### config.mk
export PLATFORM = sky130hd
export DESIGN_NAME = cache_mem_arbiter
export DESIGN_NICKNAME = d
export VERILOG_FILES = /design/src/rtl/cache_mem_arbiter.sv
export SDC_FILE = /design/constraint.sdc
export NUM_CORES = 1
export LEC_CHECK = 0
export ABC_AREA = 1
export BUFFER_PORTS_ARGS = -buffer_cell sky130_fd_sc_hd__clkbuf_2
export CORE_AREA = 2 2 67 85
export CTS_BUF_LIST = sky130_fd_sc_hd__clkbuf_4
export DETAILED_ROUTE_END_ITERATION = 7
export DIE_AREA = 0 0 69 87
export GPL_TIMING_DRIVEN = 1
export HOLD_SLACK_MARGIN = 0.12
export PLACE_DENSITY = 0.76
export SYNTH_ARGS = -nofsm -noshare
export SYNTH_HDL_FRONTEND = slang
export SYNTH_SLANG_ARGS = --single-unit
### constraint.sdc
create_clock -name clk -period 1.55 [get_ports clk]
set_input_delay 0.2325 -clock clk [delete_from_list [all_inputs] [get_ports clk]]
set_output_delay 0.2325 -clock clk [all_outputs]
set_load 0.05 [all_outputs]
### src/rtl/cache_mem_arbiter.sv
// -----------------------------------------------------------------------------
// cache_mem_arbiter
//
// Shares one multi-cycle main memory between three requesters:
//   * D-cache write-through stores (single-cycle memory write)
//   * D-cache block fills
//   * I-cache block fills
// A block fill issues WORDS_PER_BLOCK pipelined word reads starting at the
// block-aligned base address. Returned words are streamed into the requesting
// cache's data array together with their word index. The last word also
// pulses the tag write for that cache.
//
// Arbitration in IDLE: a store always wins. Between the two fills, the D-cache
// is preferred unless the previous fill was also for the D-cache and the
// I-cache is waiting. That alternation keeps either cache from starving.
//
// Ports
//   clk, rst                     clock, synchronous active-high reset
//   i_miss / i_miss_addr         I-cache miss request and byte address
//   d_miss / d_miss_addr         D-cache miss request and byte address
//   d_wr_req / d_wr_addr / d_wr_data   write-through store request
//   mem_enable, mem_wr, mem_addr, mem_data_out   memory command
//   mem_data_in, mem_data_valid  memory read return
//   fill_data, fill_word         returned word and its index in the block
//   i_fill_we / d_fill_we        data-array write strobes
//   i_tag_we / d_tag_we          tag write pulse with the last word
//   i_busy / d_busy              a fill for that cache is in progress
//   wr_ack                       store performed this cycle
// -----------------------------------------------------------------------------
module cache_mem_arbiter #(
    parameter int MEM_LATENCY     = 4,
    parameter int WORDS_PER_BLOCK = 8
) (
    input  logic                               clk,
    input  logic                               rst,
    input  logic                               i_miss,
    input  logic [15:0]                        i_miss_addr,
    input  logic                               d_miss,
    input  logic [15:0]                        d_miss_addr,
    input  logic                               d_wr_req,
    input  logic [15:0]                        d_wr_addr,
    input  logic [15:0]                        d_wr_data,
    output logic                               mem_enable,
    output logic                               mem_wr,
    output logic [15:0]                        mem_addr,
    output logic [15:0]                        mem_data_out,
    input  logic [15:0]                        mem_data_in,
    input  logic                               mem_data_valid,
    output logic [15:0]                        fill_data,
    output logic [$clog2(WORDS_PER_BLOCK)-1:0] fill_word,
    output logic                               i_fill_we,
    output logic                               d_fill_we,
    output logic                               i_tag_we,
    output logic                               d_tag_we,
    output logic                               i_busy,
    output logic                               d_busy,
    output logic                               wr_ack
);

    localparam int WORD_W = $clog2(WORDS_PER_BLOCK);
    // One extra bit so the counters can hold the value "all words done".
    localparam int CNT_W  = WORD_W + 1;

    localparam logic [CNT_W-1:0] WPB_CNT   = CNT_W'(WORDS_PER_BLOCK);
    localparam logic [CNT_W-1:0] LAST_WORD = CNT_W'(WORDS_PER_BLOCK - 1);
    localparam logic [CNT_W-1:0] CNT_ONE   = CNT_W'(1);
    localparam logic [15:0]      BLOCK_BYTES = 16'(2 * WORDS_PER_BLOCK);
    localparam logic [15:0]      BASE_MASK   = ~(BLOCK_BYTES - 16'd1);

    // The memory latency only shapes when words come back; the receive side
    // is driven purely by mem_data_valid, so any latency >= 1 works.
    if (MEM_LATENCY < 1 || WORDS_PER_BLOCK < 2 || CNT_W > 15) begin : g_param_check
        $error("cache_mem_arbiter: unsupported parameter set");
    end

    typedef enum logic [1:0] {
        ST_IDLE   = 2'd0,
        ST_WRITE  = 2'd1,
        ST_FILL_D = 2'd2,
        ST_FILL_I = 2'd3
    } state_t;

    state_t             state_r;
    logic [CNT_W-1:0]   tx_r;          // reads issued in the current fill
    logic [CNT_W-1:0]   rx_r;          // words received in the current fill
    logic [15:0]        base_r;        // block-aligned fill address
    logic               last_fill_d_r; // 1: previous fill served the D-cache

    logic               filling_s;
    logic               issue_s;
    logic               rx_accept_s;
    logic               last_word_s;
    logic [15:0]        issue_offset_s;

    // Fill-progress decode shared by the sequencer and the output decode.
    always_comb begin
        filling_s      = (state_r == ST_FILL_D) || (state_r == ST_FILL_I);
        issue_s        = filling_s && (tx_r != WPB_CNT);
        rx_accept_s    = filling_s && mem_data_valid && (rx_r != WPB_CNT);
        last_word_s    = rx_accept_s && (rx_r == LAST_WORD);
        issue_offset_s = {{(15 - CNT_W){1'b0}}, tx_r, 1'b0};
    end

    // Arbitration state machine and fill counters.
    always_ff @(posedge clk) begin
        if (rst) begin
            state_r       <= ST_IDLE;
            tx_r          <= '0;
            rx_r          <= '0;
            base_r        <= 16'h0000;
            last_fill_d_r <= 1'b0;
        end else begin
            case (state_r)
                ST_IDLE: begin
                    tx_r <= '0;
                    rx_r <= '0;
                    if (d_wr_req) begin
                        state_r <= ST_WRITE;
                    end else if (d_miss && !(last_fill_d_r && i_miss)) begin
                        state_r <= ST_FILL_D;
                        base_r  <= d_miss_addr & BASE_MASK;
                    end else if (i_miss) begin
                        state_r <= ST_FILL_I;
                        base_r  <= i_miss_addr & BASE_MASK;
                    end else begin
                        state_r <= ST_IDLE;
                    end
                end
                ST_WRITE: begin
                    state_r <= ST_IDLE;
                end
                ST_FILL_D, ST_FILL_I: begin
                    if (issue_s) begin
                        tx_r <= tx_r + CNT_ONE;
                    end else begin
                        tx_r <= tx_r;
                    end
                    if (rx_accept_s) begin
                        rx_r <= rx_r + CNT_ONE;
                    end else begin
                        rx_r <= rx_r;
                    end
                    // The fill ends on its last word even if the miss line
                    // was dropped meanwhile; a started fill never aborts.
                    if (last_word_s) begin
                        state_r       <= ST_IDLE;
                        last_fill_d_r <= (state_r == ST_FILL_D);
                    end else begin
                        state_r <= state_r;
                    end
                end
                default: begin
                    state_r <= ST_IDLE;
                end
            endcase
        end
    end

    // Output decode from state and counters; fill_data is a direct path
    // from the memory so words land in the data array without extra delay.
    always_comb begin
        mem_enable   = 1'b0;
        mem_wr       = 1'b0;
        mem_addr     = 16'h0000;
        mem_data_out = 16'h0000;
        fill_data    = 16'h0000;
        fill_word    = '0;
        i_fill_we    = 1'b0;
        d_fill_we    = 1'b0;
        i_tag_we     = 1'b0;
        d_tag_we     = 1'b0;
        i_busy       = 1'b0;
        d_busy       = 1'b0;
        wr_ack       = 1'b0;
        case (state_r)
            ST_IDLE: begin
                mem_enable = 1'b0;
            end
            ST_WRITE: begin
                mem_enable   = 1'b1;
                mem_wr       = 1'b1;
                mem_addr     = d_wr_addr;
                mem_data_out = d_wr_data;
                wr_ack       = 1'b1;
            end
            ST_FILL_D, ST_FILL_I: begin
                if (issue_s) begin
                    mem_enable = 1'b1;
                    mem_addr   = base_r + issue_offset_s;
                end else begin
                    mem_enable = 1'b0;
                end
                fill_data = mem_data_in;
                if (rx_accept_s) begin
                    fill_word = rx_r[WORD_W-1:0];
                end else begin
                    fill_word = '0;
                end
                d_busy    = (state_r == ST_FILL_D);
                i_busy    = (state_r == ST_FILL_I);
                d_fill_we = rx_accept_s && (state_r == ST_FILL_D);
                i_fill_we = rx_accept_s && (state_r == ST_FILL_I);
                d_tag_we  = last_word_s && (state_r == ST_FILL_D);
                i_tag_we  = last_word_s && (state_r == ST_FILL_I);
            end
            default: begin
                mem_enable = 1'b0;
            end
        endcase
    end

endmodule

==> results.md, run 1 <==
- GR Util All Layers: 29.4%
- Worst path max stage delay: 380 ps
- FF-to-FF End: rx_r[2]
- Crit start category: flip-flop
- Top area cells in the synthesized netlist: dfxtp_1 24%, nand2_1 23%, inv_1 11%
- Slew @ Worst Pin: 400 ps
- Syn. warnings: 0
- Final ANT Viol Nets: 0
- CTS root buf: clkbuf_4
- Synthesis-to-layout area growth: 141%
- Crit. End Element: output port
- Cell mode on critical path: ha_4
- Final net count: 625
- Core area: 5260 um2
- Hold Fails Final Rpt: 0
- Bufs and invs on worst path: 1
- Vias in the first global route: 3,003
- Worst path slowest cell: dfxtp_2
- Synthesized instance count: 347
- Post-synth top area share: 23.8%
- Chip Width: 69 um
- Post-DP Area: 3260 um2
- Vias per inst: 5.66
- Fin crit period: 2050 ps
- Failing checks: negative setup slack
- Met2 Track Usage GR: 58.4%
- Hold Crit Start: i_miss_addr[6]
- CTS buffer count: 3
- Worst setup margin: -502 ps
- Syn nets: 439
- Max H-tree Level: 1
- Worst hold margin: 229 ps
- Routability congestion estimate: 0.848
- Die height: 87 um
- Wire length per cell: 21.3 um
- DRC viols: 0
- Status: finished, violations left
- Initial antenna violation count: 0
- Post-Route Skew: 13.1 ps
- Max Freq: 487 MHz
- ANT cells: 0
- Clk Latency, worst-skew pair: 330 ps
- Dominant cell type by area after synthesis: dfxtp_1
- Post-synth cell types: 30
- Routed WL: 12,700 um
- Slew Viols, Final: 0
- #FFs+latches synth: 23
- Finished layout cell area: 4650 um2
- WP data required: 1320 ps
- PortBufs: 137
- Post-DP HPWL: 5010 um
- DIE AREA: 6000 um2
- CP delay by family, top: simple AND/OR/NAND/NOR gates
- Total power: 2.75 mW
- Reg2Reg Setup Slack: -90 ps
- Hold-critical path depth: 5
- Critical-path cell list: ha_4 -> ha_4 -> nand3_4 -> nor2_4 -> nand2_1 -> nand2_4 -> o21ai_4 -> buf_12
- HP Class: in -> reg
- Filler cells: 211
- PD cells: 591 nW/um2
- Pin count of the biggest net entering global routing: 19
- Starting DRT DRC Count: 306
- RR Startpoint: state_r[1]
- Worst Reg-to-Reg Cells: 8
- Initial Utilization: 36.8%
- Mapped cell area: 1930 um2
- First-pass GRT wire length: 14,300 um
- Drt first pass iters: 5
- Seq/Total Area, Yosys: 23.8%
- Synthesized area per cell: 5.57 um2
- Layout cell share with drive strength beyond 1: 62.8%
- CP Data Arrival Time: 1820 ps
- Vias: 3,372
- CTS sink cnt: 23
- Kind of critical path: reg -> out
- Reg clk slew, reported paths: 120 ps
- Max FO, Critical Path: 6
- Setup TNS: -12,170 ps
- Row cnt: 30
- Max_cap viols: 0
- Hold Path Sink: base_r[6]
- Leak: 2.31 nW
- Met3 usage: 2.55%
- Max-Slew Margin vs Limit: 73.3%
- IO Pins: 146
- Post-CTS Hold Fix Bufs: 0
- GRT busiest layer: met2
- CTS tree: yes
- Final Cycle Share: 132%
- VDD IR-drop max: 468 uV
- Setup violators final: 69
- Gr ovfl total: 0
- Clock buffer depth: 2
- Pre-CTS setup slack: -199 ps
- Met1 GRT Util: 30.7%
- RSZ-0062 raised after global routing: yes
[flip-flops by register name, indices dropped and copies added (netlist names)]
signal,flops
base_r,12
last_fill_d_r,1
rx_r,4
state_r,2
tx_r,4
[where the power goes]
group	internal, mW	switching [mW]
logic	0.724	1.05
clock network	0.119	0.198
registers	0.623	0.0425
total	1.47	1.29
[cell families after synthesis]
logic type               Yosys count  synth area share (%)
buffers and inverters             74                  16.5
XOR/XNOR                           2                 0.906
flip-flops                        23                  23.8
adder cells (fa/ha/maj)            6                  3.88
AND/OR/NAND/NOR                  205                  44.0
AO/OA/AOI/OAI                     37                  10.9
[cells in the final DEF (no fill, tap or decap), types with 9 or more instances in the layout]
cell       n
nand3_1   26
dfxtp_1   10
inv_2     23
inv_1     31
dfxtp_2   11
nand2_4   28
buf_4     41
nor2_4    29
nand2_1   89
nor2_1     9
buf_8     39
a21oi_1   22
buf_12    18
clkbuf_2  77
[worst max-delay path by stage]
stage	to	start	cells after the start
after floorplan	mem_data_out[10]	state_r[0]	5
after global placement	mem_addr[12]	base_r[4]	9
after detailed placement	mem_addr[12]	base_r[4]	9
after CTS	mem_addr[8]	base_r[4]	9
after global routing	mem_addr[14]	tx_r[3]	9
final	mem_addr[10]	base_r[4]	8
[final cells by class]
| class | instances | area, um2 | share of cell area [%] |
|---|---|---|---|
| clock buffers | 4 | 30.0 | 0.645 |
| well taps | 64 | 80.1 | 1.72 |
| multi-input cells | 250 | 1830 | 39.3 |
| repair inverters | 1 | 16.3 | 0.349 |
| flip-flops and latches | 23 | 482 | 10.3 |
| inverters | 61 | 258 | 5.54 |
| repair buffers | 193 | 1960 | 42.1 |
[cells in the mapped netlist]
library cell	instances
buf_2	4
nand2_1	121
o21ai_0	8
inv_4	1
nor2_4	1
xor2_1	1
clkinv_1	1
dfxtp_1	23
buf_6	2
buf_1	1
a21o_1	1
nor3_1	1
ha_1	6
buf_4	5
inv_1	55
nand4_1	3
clkbuf_1	1
o21ai_1	2
a21oi_1	22
nor2_2	2
nand2_4	1
nand3_1	33
inv_2	4
xnor2_1	1
a21oi_2	1
nand2_2	3
nand3b_1	1
nor2_1	39
o21ai_4	1
a22o_1	2
[repair_timing]
| action | in CTS | in global routing |
|---|---|---|
| endpoints found under the hold margin | 0 | 0 |
| buffers inserted | 11 | 10 |
| gates resized for setup | 193 | 121 |
| endpoints found under the setup margin | 60 | 60 |
| pin swaps | 19 | 15 |
| gates cloned | 2 | 1 |
[worst register-to-register path, cell delays in order (launching register included)]
cell,delay (ps)
dfxtp_4,410
buf_6,130
buf_4,120
buf_4,140
nor2_4,130
inv_1,150
nand2_2,170
a21oi_1,100
nor2_1,200
[routing by layer]
layer | vias up | share of wire (%)
li1 | 1437 | -
met1 | 1555 | 32
met2 | 279 | 51
met3 | 101 | 7.6
met4 | 0 | 9.0
met5 | - | 0
[stage by stage]
stage | instances | utilization, %
global route | 596 | 88.6
global placement | 568 | 62.1
detailed placement | 568 | 62.1
finish | 596 | 88.6
CTS | 585 | 81.1
floorplan | 347 | -
Power figures use the tool's default switching activity.
==> run 2: changes to the inputs <==
==> config.mk (replaced) <==
export PLATFORM = sky130hd
export DESIGN_NAME = cache_mem_arbiter
export DESIGN_NICKNAME = d
export VERILOG_FILES = /design/src/rtl/cache_mem_arbiter.sv
export SDC_FILE = /design/constraint.sdc
export NUM_CORES = 1
export LEC_CHECK = 0
export ABC_AREA = 1
export BUFFER_PORTS_ARGS = -buffer_cell sky130_fd_sc_hd__clkbuf_2
export CORE_AREA = 2 2 68 86
export CTS_BUF_LIST = sky130_fd_sc_hd__clkbuf_16
export DETAILED_ROUTE_END_ITERATION = 7
export DIE_AREA = 0 0 70 88
export GPL_TIMING_DRIVEN = 1
export PLACE_DENSITY = 0.74
export SYNTH_ARGS = -nofsm -noshare
export SYNTH_HDL_FRONTEND = slang
export SYNTH_SLANG_ARGS = --single-unit
==> run 2 against run 1 <==
Effect of this change:
- the run still ends with negative setup slack left
- combinational power fell by 21%
- critical path depth unchanged
- fmax up 11%
- clock skew is 7.3 ps lower
- hold slack better by 77 ps
- wire length down 39%
- first-iteration DRC count is 55% lower
- non-clock buffer count shrank 5
- clock power rose by 72%
- flip-flop and latch count unchanged
- sequential power down 1%
==> results.md, run 2 (synthesized netlist as in run 1, its figures left out) <==
- Status: finished, violations left
- Failing checks: negative setup slack
- Initial Utilization: 36.3%
- First-pass GRT wire length: 11,700 um
- ANT cells: 0
- Clk Latency, worst-skew pair: 250 ps
- CP Data Arrival Time: 1620 ps
- Multi-input gate area: 1570 um2
- HP Class: in -> reg
- Slew Viols, Final: 0
- Final net count: 620
- Vias in the first global route: 2,664
- Pin count of the biggest net entering global routing: 20
- Dpl cells: 571
- DIE AREA: 6160 um2
- Crit. End Element: output port
- Largest Register: base_r
- Clock buffer depth: 2
- Worst setup margin: -305 ps
- Kind of critical path: reg -> out
- CTS sink cnt: 23
- CTS root buf: clkbuf_16
- GR Util All Layers: 23.0%
- Max_cap viols: 0
- Post-CTS Hold Fix Bufs: 0
- VDD IR-drop max: 478 uV
- Cell mode on critical path: nand2_4
- Initial antenna violation count: 0
- Most common cell after layout, fill and taps aside: nand2_1
- Routed WL: 7700 um
- PortBufs: 137
- Worst path slowest cell: dfxtp_2
- Max Freq: 539 MHz
- Synthesis-to-layout area growth: 112%
- IO Pins: 146
- Gr ovfl total: 0
- Storage cell area: 475 um2
- Total power: 2.60 mW
- Max FO, Critical Path: 6
- DRC viols: 0
- Top flop regs: base_r (12), rx_r (4), tx_r (4)
- Reg clk slew, reported paths: 60 ps
- Chip Width: 70 um
- RSZ-0062 raised after global routing: yes
- Row cnt: 30
- Crit start category: flip-flop
- Vias per inst: 4.83
- Post-DP HPWL: 4980 um
- Max FFs per register: 12
- Worst Reg-to-Reg Cells: 9
- Core area: 5330 um2
- Hold Fails Final Rpt: 0
- Max H-tree Level: 1
- Pre-CTS setup slack: -183 ps
- Routability congestion estimate: 0.889
- Fin crit period: 1850 ps
- Leak: 2.10 nW
- Wire length per cell: 13.0 um
- Max-Slew Margin vs Limit: 74.3%
- Slew @ Worst Pin: 385 ps
- Final Cycle Share: 120%
- Post-Route Skew: 5.75 ps
- CTS tree: yes
- Setup violators final: 26
- Critical-path cell list: inv_2 -> ha_4 -> nand2_4 -> o21ai_4 -> clkinvlp_4 -> nand3_2 -> nand2_4 -> clkbuf_16
- Worst path max stage delay: 320 ps
- Most frequent cells in the layout: 108 x nand2_1, 77 x clkbuf_2, 49 x inv_1
- Hold-critical path depth: 5
- Layout cell share with drive strength beyond 1: 54.3%
- Filler cells: 341
- Final ANT Viol Nets: 0
- PD cells: 633 nW/um2
- Post-route insts no fill: 591
- Drt first pass iters: 5
- Starting DRT DRC Count: 138
- Vias: 2,853
- Die height: 88 um
- WP data required: 1320 ps
- CTS buffer count: 3
[run 2: path summary, 6_finish.rpt]
check / slack, ps / start / endpoint
max reg2reg: -20 / tx_r[1] / tx_r[3]
min reg2reg: 490 / base_r[4] / base_r[4]
min: 310 / i_miss_addr[9] / base_r[9]
max: -300 / tx_r[1] / mem_addr[12]
[run 2: layer usage]
layer  part of all wire, %  GRT usage, %  vias to the layer above  routed length, um
li1                      -             -                     1423                  -
met1                    38          26.0                     1312               2920
met2                    55          45.5                      102               4260
met3                   4.5          2.30                       16                346
met4                   2.3          6.47                        0                178
met5                     0             0                        -                  0
[run 2: metrics by stage]
stage	utilization, %	hold WS (ps)	TNS (ps)	instance area (um2)
floorplan	-	448	-4680	2100
global placement	61.2	462	-1240	3260
detailed placement	61.2	463	-1540	3260
CTS	74.2	308	-3800	3950
global route	77.0	334	-5870	4110
finish	77.0	306	-4060	4110
[run 2: timing repair]
action,CTS,global route
cloned,1,0
gates resized for setup,124,57
endpoints found under the setup margin,58,60
setup buffers,14,1
pin swaps,26,6
hold endpoints to repair,0,0
[run 2: worst max-delay path, delay by kind of cell, from the launching register on]
family,cells,cell delay [ps]
flip-flops,1,320
AO/OA/AOI/OAI,1,200
AND/OR/NAND/NOR,3,240
buffers and inverters,3,480
adder cells (fa/ha/maj),1,140
[run 2: area by class of cell]
cell class	instances	share of cell area (%)
clock buffer	3	1.83
clock inverter	1	0.0914
inverter	61	5.82
multi-input combinational	250	38.2
sequential	23	11.6
tap	64	1.95
timing repair buffer	188	40.4
timing repair inverter	1	0.183
[run 2: where the power goes]
part	total [mW]	switching (mW)	internal [mW]
clock network	0.544	0.200	0.344
logic	1.40	0.836	0.560
registers	0.657	0.0331	0.624
==> run 3: changes to the inputs <==
--- a/config.mk
+++ b/config.mk
@@ -5,12 +5,11 @@
 export SDC_FILE = /design/constraint.sdc
 export NUM_CORES = 1
 export LEC_CHECK = 0
-export ABC_AREA = 1
 export BUFFER_PORTS_ARGS = -buffer_cell sky130_fd_sc_hd__clkbuf_2
-export CORE_AREA = 2 2 68 86
+export CORE_AREA = 2 2 67 85
 export CTS_BUF_LIST = sky130_fd_sc_hd__clkbuf_16
 export DETAILED_ROUTE_END_ITERATION = 7
-export DIE_AREA = 0 0 70 88
+export DIE_AREA = 0 0 69 87
 export GPL_TIMING_DRIVEN = 1
 export PLACE_DENSITY = 0.74
 export SYNTH_ARGS = -nofsm -noshare
==> run 3 against run 2 <==
Effect of this change:
- the flow still finishes with violations (negative setup slack)
- clock power grew 3%
- die area is 2.5% lower
- synthesized area shrank 6.0%
- via count shrank 12%
- register-to-register slack improved by 120 ps
- utilization is 4.5 points higher
- hold slack improved by 8.8 ps
- sequential share of layout area shrank 0.45 points
- largest cell class unchanged
==> results.md, run 3 <==
- Post-synth top area share: 25.3%
- Syn nets: 332
- Post-synthesis compound-gate area fraction: 17.1%
- Routability congestion estimate: 0.780
- Max-Slew Margin vs Limit: 59.2%
- Vias: 2,519
- Clk Latency, worst-skew pair: 260 ps
- Core area: 5260 um2
- Max_cap viols: 0
- #FFs+latches synth: 23
- IO Pins: 146
- PD cells: 662 nW/um2
- Top FF cell, synth: dfxtp_1
- Top flop regs: base_r (12), rx_r (4), tx_r (4)
- Layout cell share with drive strength beyond 1: 72.4%
- Failing checks: negative setup slack
- Max FO, Critical Path: 3
- Synthesis-to-layout area growth: 136%
- DRC viols: 0
- First-pass GRT wire length: 12,100 um
- Most common cell after layout, fill and taps aside: clkbuf_2
- Max FFs per register: 12
- Crit. End Element: output port
- Max Freq: 509 MHz
- Slew @ Worst Pin: 612 ps
- Switching Share: 39.7%
- Leak: 1.93 nW
- Worst path slowest cell: dfxtp_4
- Dominant cell type by area after synthesis: dfxtp_1
- Filler cells: 277
- Initial Utilization: 34.6%
- Pre-CTS setup slack: -218 ps
- WP data required: 1320 ps
- Share of power burned in registers: 23.7%
- Synth Area in Adders: 4.13%
- Worst path max stage delay: 360 ps
- Pin count of the biggest net entering global routing: 25
- Most frequent cells in the layout: 77 x clkbuf_2, 52 x buf_4, 27 x buf_8
- Routed WL: 8250 um
- Mapped cell area: 1820 um2
- CTS sink cnt: 23
- Post-synthesis simple-gate area fraction: 34.3%
- Most common cell in the netlist: and2_1
- Syn. warnings: 0
- Largest Register: base_r
- Initial antenna violation count: 0
- Wire length per cell: 17.0 um
- Worst setup margin: -413 ps
- Final ANT Viol Nets: 0
- PortBufs: 137
- Clk pwr share: 19.7%
- Crit start category: flip-flop
- ANT cells: 0
- Internal Power: 1.71 mW
- CP Data Arrival Time: 1730 ps
- RSZ-0062 raised after global routing: yes
- Max H-tree Level: 1
- Critical-path cell list: ha_4 -> nand4_1 -> buf_4 -> nor2_4 -> xnor2_1 -> o21ai_2 -> buf_12
- Largest family of logic cells by synthesized area: simple AND/OR/NAND/NOR gates
- CTS buffer count: 3
- Met3 wire len: 526 um
- Post-synth top cells: 34 x and2_1, 29 x nor2_1, 23 x dfxtp_1, 15 x nand2_1, 14 x a21oi_1
- Gr ovfl total: 0
- Drt first pass iters: 4
- Met1 WL: 2750 um
- Slew Viols, Final: 0
- Seq/Total Area, Yosys: 25.3%
- Chip Width: 69 um
- Kind of critical path: reg -> out
- Finished layout cell area: 4280 um2
- Top area cells in the synthesized netlist: dfxtp_1 25%, and2_1 12%, mux2i_1 6.6%
- Vias in the first global route: 2,539
- Die height: 87 um
- HP Class: in -> reg
- CTS root buf: clkbuf_16
- Final Util: 81.5%
- Final Cycle Share: 127%
- Hold Fails Final Rpt: 0
- Setup violators final: 41
- Post-Route Skew: 4.07 ps
- Max Used Layer: met4
- Status: finished, violations left
- Storage cell area: 477 um2
- Fin crit period: 1960 ps
- Comb pwr share: 56.6%
- Post-synth cell types: 38
- Synthesized area per cell: 7.57 um2
- Multi-input gate area: 1770 um2
- Mux contribution to synthesized area: 6.61%
- DIE AREA: 6000 um2
- Switching pwr: 1.12 mW
- Reg clk slew, reported paths: 60 ps
- Vias per inst: 5.19
- Post-DP HPWL: 4500 um
- Row cnt: 30
- GR Util All Layers: 25.2%
- DR WL met2: 4660 um
- Post-synthesis xor/xnor area fraction: 5.78%
- CTS tree: yes
- VDD IR-drop max: 407 uV
- Clock buffer depth: 2
- Final net count: 514
- Synthesized instance count: 240
- Ys async rst share: 0%
- Starting DRT DRC Count: 74
- Post-synth EDFFs: 0
- Post-DP Area: 3080 um2
## run 3: changes by cell type after synthesis, moves of 8 or more
cell	previous run	this run
nor2_1	39	29
nor2b_1	0	11
a21oi_1	22	14
mux2i_1	0	12
xnor2_1	1	10
nand2_1	121	15
inv_1	55	10
nand3_1	33	11
and2_1	0	34
## run 3: worst paths after layout
path                                       from           to  slack (ps)  cells past startpoint
worst max-delay path                  base_r[4]  mem_addr[9]        -410                      7
worst min-delay path            i_miss_addr[11]   base_r[11]         310                      3
worst max register to register       state_r[0]   base_r[14]         100                      5
worst min register to register       base_r[15]   base_r[15]         520                      2
## run 3: per-layer routing
layer	vias up	track usage, %
li1	1178	-
met1	1177	25.2
met2	138	49.7
met3	26	4.98
met4	0	11.9
met5	-	0
## run 3: cell families after synthesis
| logic type | count (synthesis) |
|---|---|
| AOI/OAI and AO/OA | 44 |
| xor gates and xnor gates | 12 |
| adders and majority gates | 6 |
| buffers and inverters | 25 |
| DFF | 23 |
| muxes | 12 |
| and+or+nand+nor | 118 |
## run 3: area by class of cell
cell class | instances | area share (%)
Clock buffer | 3 | 1.75
Clock inverter | 1 | 0.0876
Inverter | 10 | 0.876
Multi-Input combinational cell | 192 | 41.4
Sequential cell | 23 | 11.1
Tap cell | 64 | 1.87
Timing Repair Buffer | 192 | 42.9
## run 3: what timing repair did
action	CTS	global route
gates cloned	2	1
buffers inserted	14	8
pin swaps	27	24
resized for setup	182	65
hold buffers	0	0
setup endpoints to repair	59	63
## run 3: power by group through the flow
stage | Clock [mW] | Sequential [mW] | Combinational (mW)
6_report | 0.558 | 0.672 | 1.61
3_5_place_dp | 0 | 0.678 | 1.16
2_1_floorplan | 0 | 0.683 | 0.784
3_3_place_gp | 0 | 0.675 | 1.14
5_1_grt | 0.595 | 0.677 | 1.67
4_1_cts | 0.565 | 0.669 | 1.49
## run 3: through the flow
step	TNS (ps)	power [mW]	cells	hold slack [ps]
5_1_grt	-9690	2.95	485	332
3_5_place_dp	-2000	1.84	462	503
6_report	-7370	2.84	485	315
4_1_cts	-6520	2.73	481	316
2_1_floorplan	-2010	1.47	240	302
3_3_place_gp	-1220	1.82	462	495
## run 3: worst max-delay path, delay by kind of cell (launching register included)
family | cells | cell delay, ps
and+or+nand+nor | 2 | 260
adders and majority gates | 1 | 160
AOI/OAI and AO/OA | 1 | 200
xor gates and xnor gates | 1 | 110
buffers and inverters | 2 | 370
DFF | 1 | 360
